$ cat config.mk
export PLATFORM = sky130hd
export DESIGN_NAME = status_uart_tx
export DESIGN_NICKNAME = d
export VERILOG_FILES = /design/src/rtl/status_uart_tx.sv
export SDC_FILE = /design/constraint.sdc
export NUM_CORES = 1
export LEC_CHECK = 0
export ABC_AREA = 1
export BUFFER_PORTS_ARGS = -buffer_cell sky130_fd_sc_hd__buf_2
export CORE_ASPECT_RATIO = 1.5
export CORE_UTILIZATION = 40
export CTS_CLUSTER_DIAMETER = 120
export DETAILED_ROUTE_END_ITERATION = 10
export PLACE_DENSITY_LB_ADDON = 0.1
export SETUP_SLACK_MARGIN = 0.15
export SLEW_MARGIN = 20
export SYNTH_ARGS = -nofsm -noshare
export SYNTH_HDL_FRONTEND = slang
export SYNTH_SLANG_ARGS = --single-unit
$ cat constraint.sdc
create_clock -name wb_clk_i -period 2.1 [get_ports wb_clk_i]
set_clock_uncertainty 0.05 [all_clocks]
set_input_delay 0.42 -clock wb_clk_i [delete_from_list [all_inputs] [get_ports wb_clk_i]]
set_output_delay 0.42 -clock wb_clk_i [all_outputs]
set_load 0.05 [all_outputs]
$ cat src/rtl/status_uart_tx.sv
// status_uart_tx: byte FIFO feeding an 8N1 UART transmitter, with occupancy,
// busy and sticky overflow status.
module status_uart_tx #(
    parameter int FIFO_DEPTH = 4,
    parameter int DIV_WIDTH  = 16
) (
    input  logic                        wb_clk_i,
    input  logic                        wb_rst_i,
    input  logic [DIV_WIDTH-1:0]        div_i,
    input  logic [7:0]                  data_i,
    input  logic                        valid_i,
    output logic                        ready_o,
    output logic                        tx_o,
    output logic                        busy_o,
    output logic [$clog2(FIFO_DEPTH):0] fifo_count_o,
    output logic                        overflow_o
);
    localparam int AW = $clog2(FIFO_DEPTH);
    localparam int CW = AW + 1;

    typedef enum logic [1:0] {IDLE, START, DATA, STOP} state_t;

    state_t               r_state;
    logic [7:0]           r_mem [FIFO_DEPTH];
    logic [AW-1:0]        r_wptr;
    logic [AW-1:0]        r_rptr;
    logic [CW-1:0]        r_count;
    logic                 r_ovf;
    logic [7:0]           r_shift;
    logic [DIV_WIDTH-1:0] r_div;
    logic [DIV_WIDTH-1:0] r_divcnt;
    logic [2:0]           r_bit;
    logic                 r_tx;
    logic                 w_push;
    logic                 w_tick;
    logic                 w_pop;

    assign ready_o      = r_count != CW'(FIFO_DEPTH);
    assign w_push       = valid_i && ready_o;
    assign w_tick       = r_divcnt == r_div;
    assign w_pop        = (r_count != '0) && (r_state == IDLE || (r_state == STOP && w_tick));
    assign tx_o         = r_tx;
    assign busy_o       = (r_count != '0) || (r_state != IDLE);
    assign fifo_count_o = r_count;
    assign overflow_o   = r_ovf;

    always_ff @(posedge wb_clk_i)
        if (w_push) r_mem[r_wptr] <= data_i;

    always_ff @(posedge wb_clk_i or posedge wb_rst_i)
        if (wb_rst_i) begin
            r_wptr  <= '0;
            r_rptr  <= '0;
            r_count <= '0;
            r_ovf   <= 1'b0;
        end else begin
            if (w_push) r_wptr <= r_wptr + 1'b1;
            if (w_pop) r_rptr <= r_rptr + 1'b1;
            r_count <= r_count + CW'(w_push) - CW'(w_pop);
            if (valid_i && !ready_o) r_ovf <= 1'b1;
        end

    // The line register follows the state one clock behind, so a byte pushed
    // into an idle block reaches the line on the second edge after acceptance.
    always_ff @(posedge wb_clk_i or posedge wb_rst_i)
        if (wb_rst_i) begin
            r_state  <= IDLE;
            r_tx     <= 1'b1;
            r_shift  <= '0;
            r_div    <= '0;
            r_divcnt <= '0;
            r_bit    <= '0;
        end else begin
            r_tx     <= (r_state == START) ? 1'b0 : (r_state == DATA) ? r_shift[0] : 1'b1;
            r_divcnt <= (r_state == IDLE || w_tick) ? '0 : r_divcnt + 1'b1;
            case (r_state)
                IDLE:
                    if (w_pop) begin
                        r_shift <= r_mem[r_rptr];
                        r_div   <= div_i;
                        r_state <= START;
                    end
                START:
                    if (w_tick) begin
                        r_bit   <= '0;
                        r_state <= DATA;
                    end
                DATA:
                    if (w_tick) begin
                        r_shift <= {1'b0, r_shift[7:1]};
                        r_bit   <= r_bit + 3'd1;
                        if (r_bit == 3'd7) r_state <= STOP;
                    end
                STOP:
                    if (w_tick) begin
                        if (w_pop) begin
                            r_shift <= r_mem[r_rptr];
                            r_div   <= div_i;
                            r_state <= START;
                        end else begin
                            r_state <= IDLE;
                        end
                    end
                default: r_state <= IDLE;
            endcase
        end
endmodule
==> impl_metrics.py <==
metrics = {
    "run_status": {
        "status": "finished, violations left",
        "violations": "setup timing",
    },
    "critical_path": {
        "r2r_end": "fifo_count_o[2]",
        "critPathArrivalTime_ns": 2.36,
        "rrSetupSlack_ns": -0.08,
        "startpoint_type": "flip-flop",
        "critPathRequiredTime_ns": 2.28,
        "worstPathCellList": "inv_2 -> nand2_1 -> nand2_2 -> nor2_2 -> nand2_1 -> nor2_2 -> nand2_4 -> nand2_4 -> nand2_4 -> inv_4 -> ha_4 -> inv_2 -> ha_4 -> inv_2 -> fa_1 -> xnor2_1",
        "r2r_cells": 16,
        "cp-end-kind": "flip-flop",
        "path_class": "flip-flop to flip-flop",
        "slowest_stage": "dfrtp_1",
        "crit_buf_inv": 4,
        "critPathTopFamily": "adder cells",
        "max_stage_delay_ns": 0.38,
        "crit_fanout": 3,
        "timing.rr.start": "r_divcnt[5]",
    },
    "layout": {
        "multi_input_area_um2": 1647,
        "fin_cells": 689,
        "num-fill-cells": 946,
        "syn_to_final_growth_pct": 25.01,
        "seqCellArea_um2": 2317,
        "final_nets": 586,
        "layout-drive-gt1-share": 0.2664,
        "diodes": 0,
    },
    "run": {
        "drv_cap": 0,
    },
    "clocking": {
        "path_clk_slew_ns": 0.07,
        "cts_root_buffer": "clkbuf_16",
        "cts_sinks": 86,
        "cts_buffer_depth": 2,
        "cts-buffers-inserted": 9,
        "clkLatencyLatePin_ns": 0.34,
        "cts_tree": "built",
        "htreeDepth": 3,
    },
    "sta": {
        "tightest_slew_ns": 0.4976,
        "rsz0062_at_grt": "true",
        "setup_slack_ns": -0.08328,
        "slew-limit-headroom": 0.6662,
        "hold_viol": 0,
        "min_period_ns": 2.183,
        "fin_crit_sh": 1.040,
        "maxSlewViolCount": 0,
        "setup_violations": 2,
        "max_freq_mhz": 458.0,
    },
    "logic_synthesis": {
        "synth_largest_area_cell": "dfrtp_1",
        "ys_ff_latch": 86,
        "syn_avg_cell_area_um2": 9.036,
        "netlist_area_um2": 4202,
        "yosysTopAreaCellShare": 0.3157,
        "synthTopCellsByArea": "dfrtp_1, edfxtp_1, nand2_1",
        "synth_cell_type_count": 34,
        "ys_seq_area_frac": 0.5506,
        "syn-instance-count": 465,
        "yosysWarnings": 0,
        "synthesis.nets": 508,
    },
    "die": {
        "dieArea_um2": 10930,
        "rows": 45,
        "fp.coreArea_um2": 10190,
        "die_w_um": 85.68,
        "ioPinCount": 34,
        "die_height_um": 127.5,
        "start_util": 0.4123,
    },
    "drt": {
        "wl_um": 8384,
        "drt-initial-drc-count": 150,
        "dr.pass1.iters": 4,
        "via_per_inst": 4.689,
        "num_vias": 3231,
        "drtAntennaViolNets": 0,
        "drc_errors": 0,
        "wire_per_inst_um": 12.17,
    },
    "power": {
        "finalPower_mw": 7.577,
        "ir_drop_v": 0.0007111,
        "leakagePower_nw": 2.514,
        "p_per_area_nw_per_um2": 1443,
    },
    "global_route": {
        "grt_pass1_wl_um": 14250,
        "grt_overflow": 0,
        "grt_max_degree": 33,
        "antenna_found_initial": 0,
        "grt.total_usage": 0.1708,
        "grt_pass1_vias": 3135,
    },
    "placed_design": {
        "numPortBuffers": 33,
        "place.gp.congestion": 0.7764,
        "dp.cells": 671,
        "hpwl_um": 6185,
    },
    "worst_hold_path": {
        "min_path_type": "primary input to asynchronous set/reset pin",
    },
}
how the worst max path moves through the flow:
stage / start / end / slack, ns / cells past startpoint
final: r_divcnt[5] / fifo_count_o[2] / -0.08 / 16
after CTS: r_div[13] / fifo_count_o[2] / -0.14 / 16
after detailed placement: r_divcnt[5] / fifo_count_o[2] / -0.14 / 16
after global routing: r_divcnt[11] / fifo_count_o[2] / -0.25 / 16
after global placement: r_div[15] / fifo_count_o[2] / -0.08 / 15
after floorplan: r_divcnt[0] / fifo_count_o[2] / -0.05 / 15
kinds of logic (layout without fill, tap and decap cells):
logic type / count (synthesis) / in the layout / synth area share
AO/OA/AOI/OAI: 65 / 65 / 0.1007
adder cells (fa/ha/maj): 16 / 16 / 0.04943
buffers and inverters: 80 / 163 / 0.07772
XOR/XNOR: 4 / 4 / 0.008340
AND/OR/NAND/NOR: 214 / 214 / 0.2132
flip-flops: 86 / 86 / 0.5506
registers in the layout, indices dropped and copies added, names as in the netlist, 3 cells and up:
signal,cells
r_div,16
r_bit,3
r_mem,32
r_shift,8
fifo_count_o,3
r_divcnt,16
synth_stat cells:
library cell	number
nor2_2	2
o21ai_1	7
a21oi_1	20
o21ai_0	16
inv_1	62
nor2_1	36
dfstp_2	1
nand2_2	2
nor3_1	8
a21oi_4	1
nand4_1	2
inv_2	7
buf_2	3
clkinv_1	1
buf_6	2
o21ai_2	11
nand2_1	141
nand3_1	17
ha_1	15
a221oi_1	1
a31o_2	1
dfrtp_1	53
buf_4	2
nand2_4	3
nor3_4	1
nor4_1	1
fa_1	1
clkbuf_1	3
a32o_1	7
edfxtp_1	32
xor2_1	2
o31ai_1	1
xnor2_1	2
nor4_2	1
per-stage QoR:
step | util | setup TNS (ns) | cell area [um2] | hold WS, ns | worst slack [ns]
final | 0.5154 | -0.1523 | 5253 | 0.03683 | -0.08328
after global routing | 0.5154 | -0.4840 | 5253 | 0.08036 | -0.2469
after floorplan | - | -0.09370 | 4269 | 0.3917 | -0.04794
after global placement | 0.4796 | -0.1473 | 4887 | 0.3996 | -0.07741
after detailed placement | 0.4796 | -0.2626 | 4887 | 0.4132 | -0.1444
after CTS | 0.5122 | -0.2534 | 5220 | 0.05460 | -0.1376
power breakdown:
group	switching, mW	internal [mW]	leakage [nW]
registers	0.299	2.28	0.974
clock network	0.666	1.04	0.152
logic	2.03	1.26	1.39
total	3.00	4.58	2.51
what timing repair did:
action | CTS | global route
pin swaps | 5 | 2
hold buffers | 0 | 0
buffers inserted | 1 | 1
endpoints found under the setup margin | 3 | 43
gates resized for setup | 2 | 10
per-layer routing:
layer | wire (um) | vias to the layer above | global-route usage
li1 | - | 1647 | -
met1 | 3377 | 1538 | 0.1802
met2 | 4659 | 36 | 0.3256
met3 | 155 | 10 | 0.02132
met4 | 191 | 0 | 0.08824
met5 | 0 | - | 0
cell usage in the layout, fill, tap and decap left out, types with 3 or more instances in the layout:
master	count
a21oi_1	19
a32o_1	7
buf_2	32
buf_4	42
clkbuf_16	9
dfrtp_1	50
dfrtp_2	3
edfxtp_1	32
ha_1	13
inv_1	55
inv_2	13
nand2_1	138
nand2_4	6
nand3_1	17
nor2_1	30
nor2_2	8
nor3_1	7
o21ai_0	15
o21ai_1	8
o21ai_2	11
area by class of cell:
| cell class | instances | area share |
|---|---|---|
| Sequential cell | 86 | 0.4412 |
| Clock inverter | 7 | 0.01810 |
| Multi-Input combinational cell | 299 | 0.3135 |
| Inverter | 70 | 0.05050 |
| Tap cell | 141 | 0.03359 |
| Timing Repair Buffer | 77 | 0.1003 |
| Clock buffer | 9 | 0.04288 |
No activity file was read; power rests on OpenSTA's default activity.
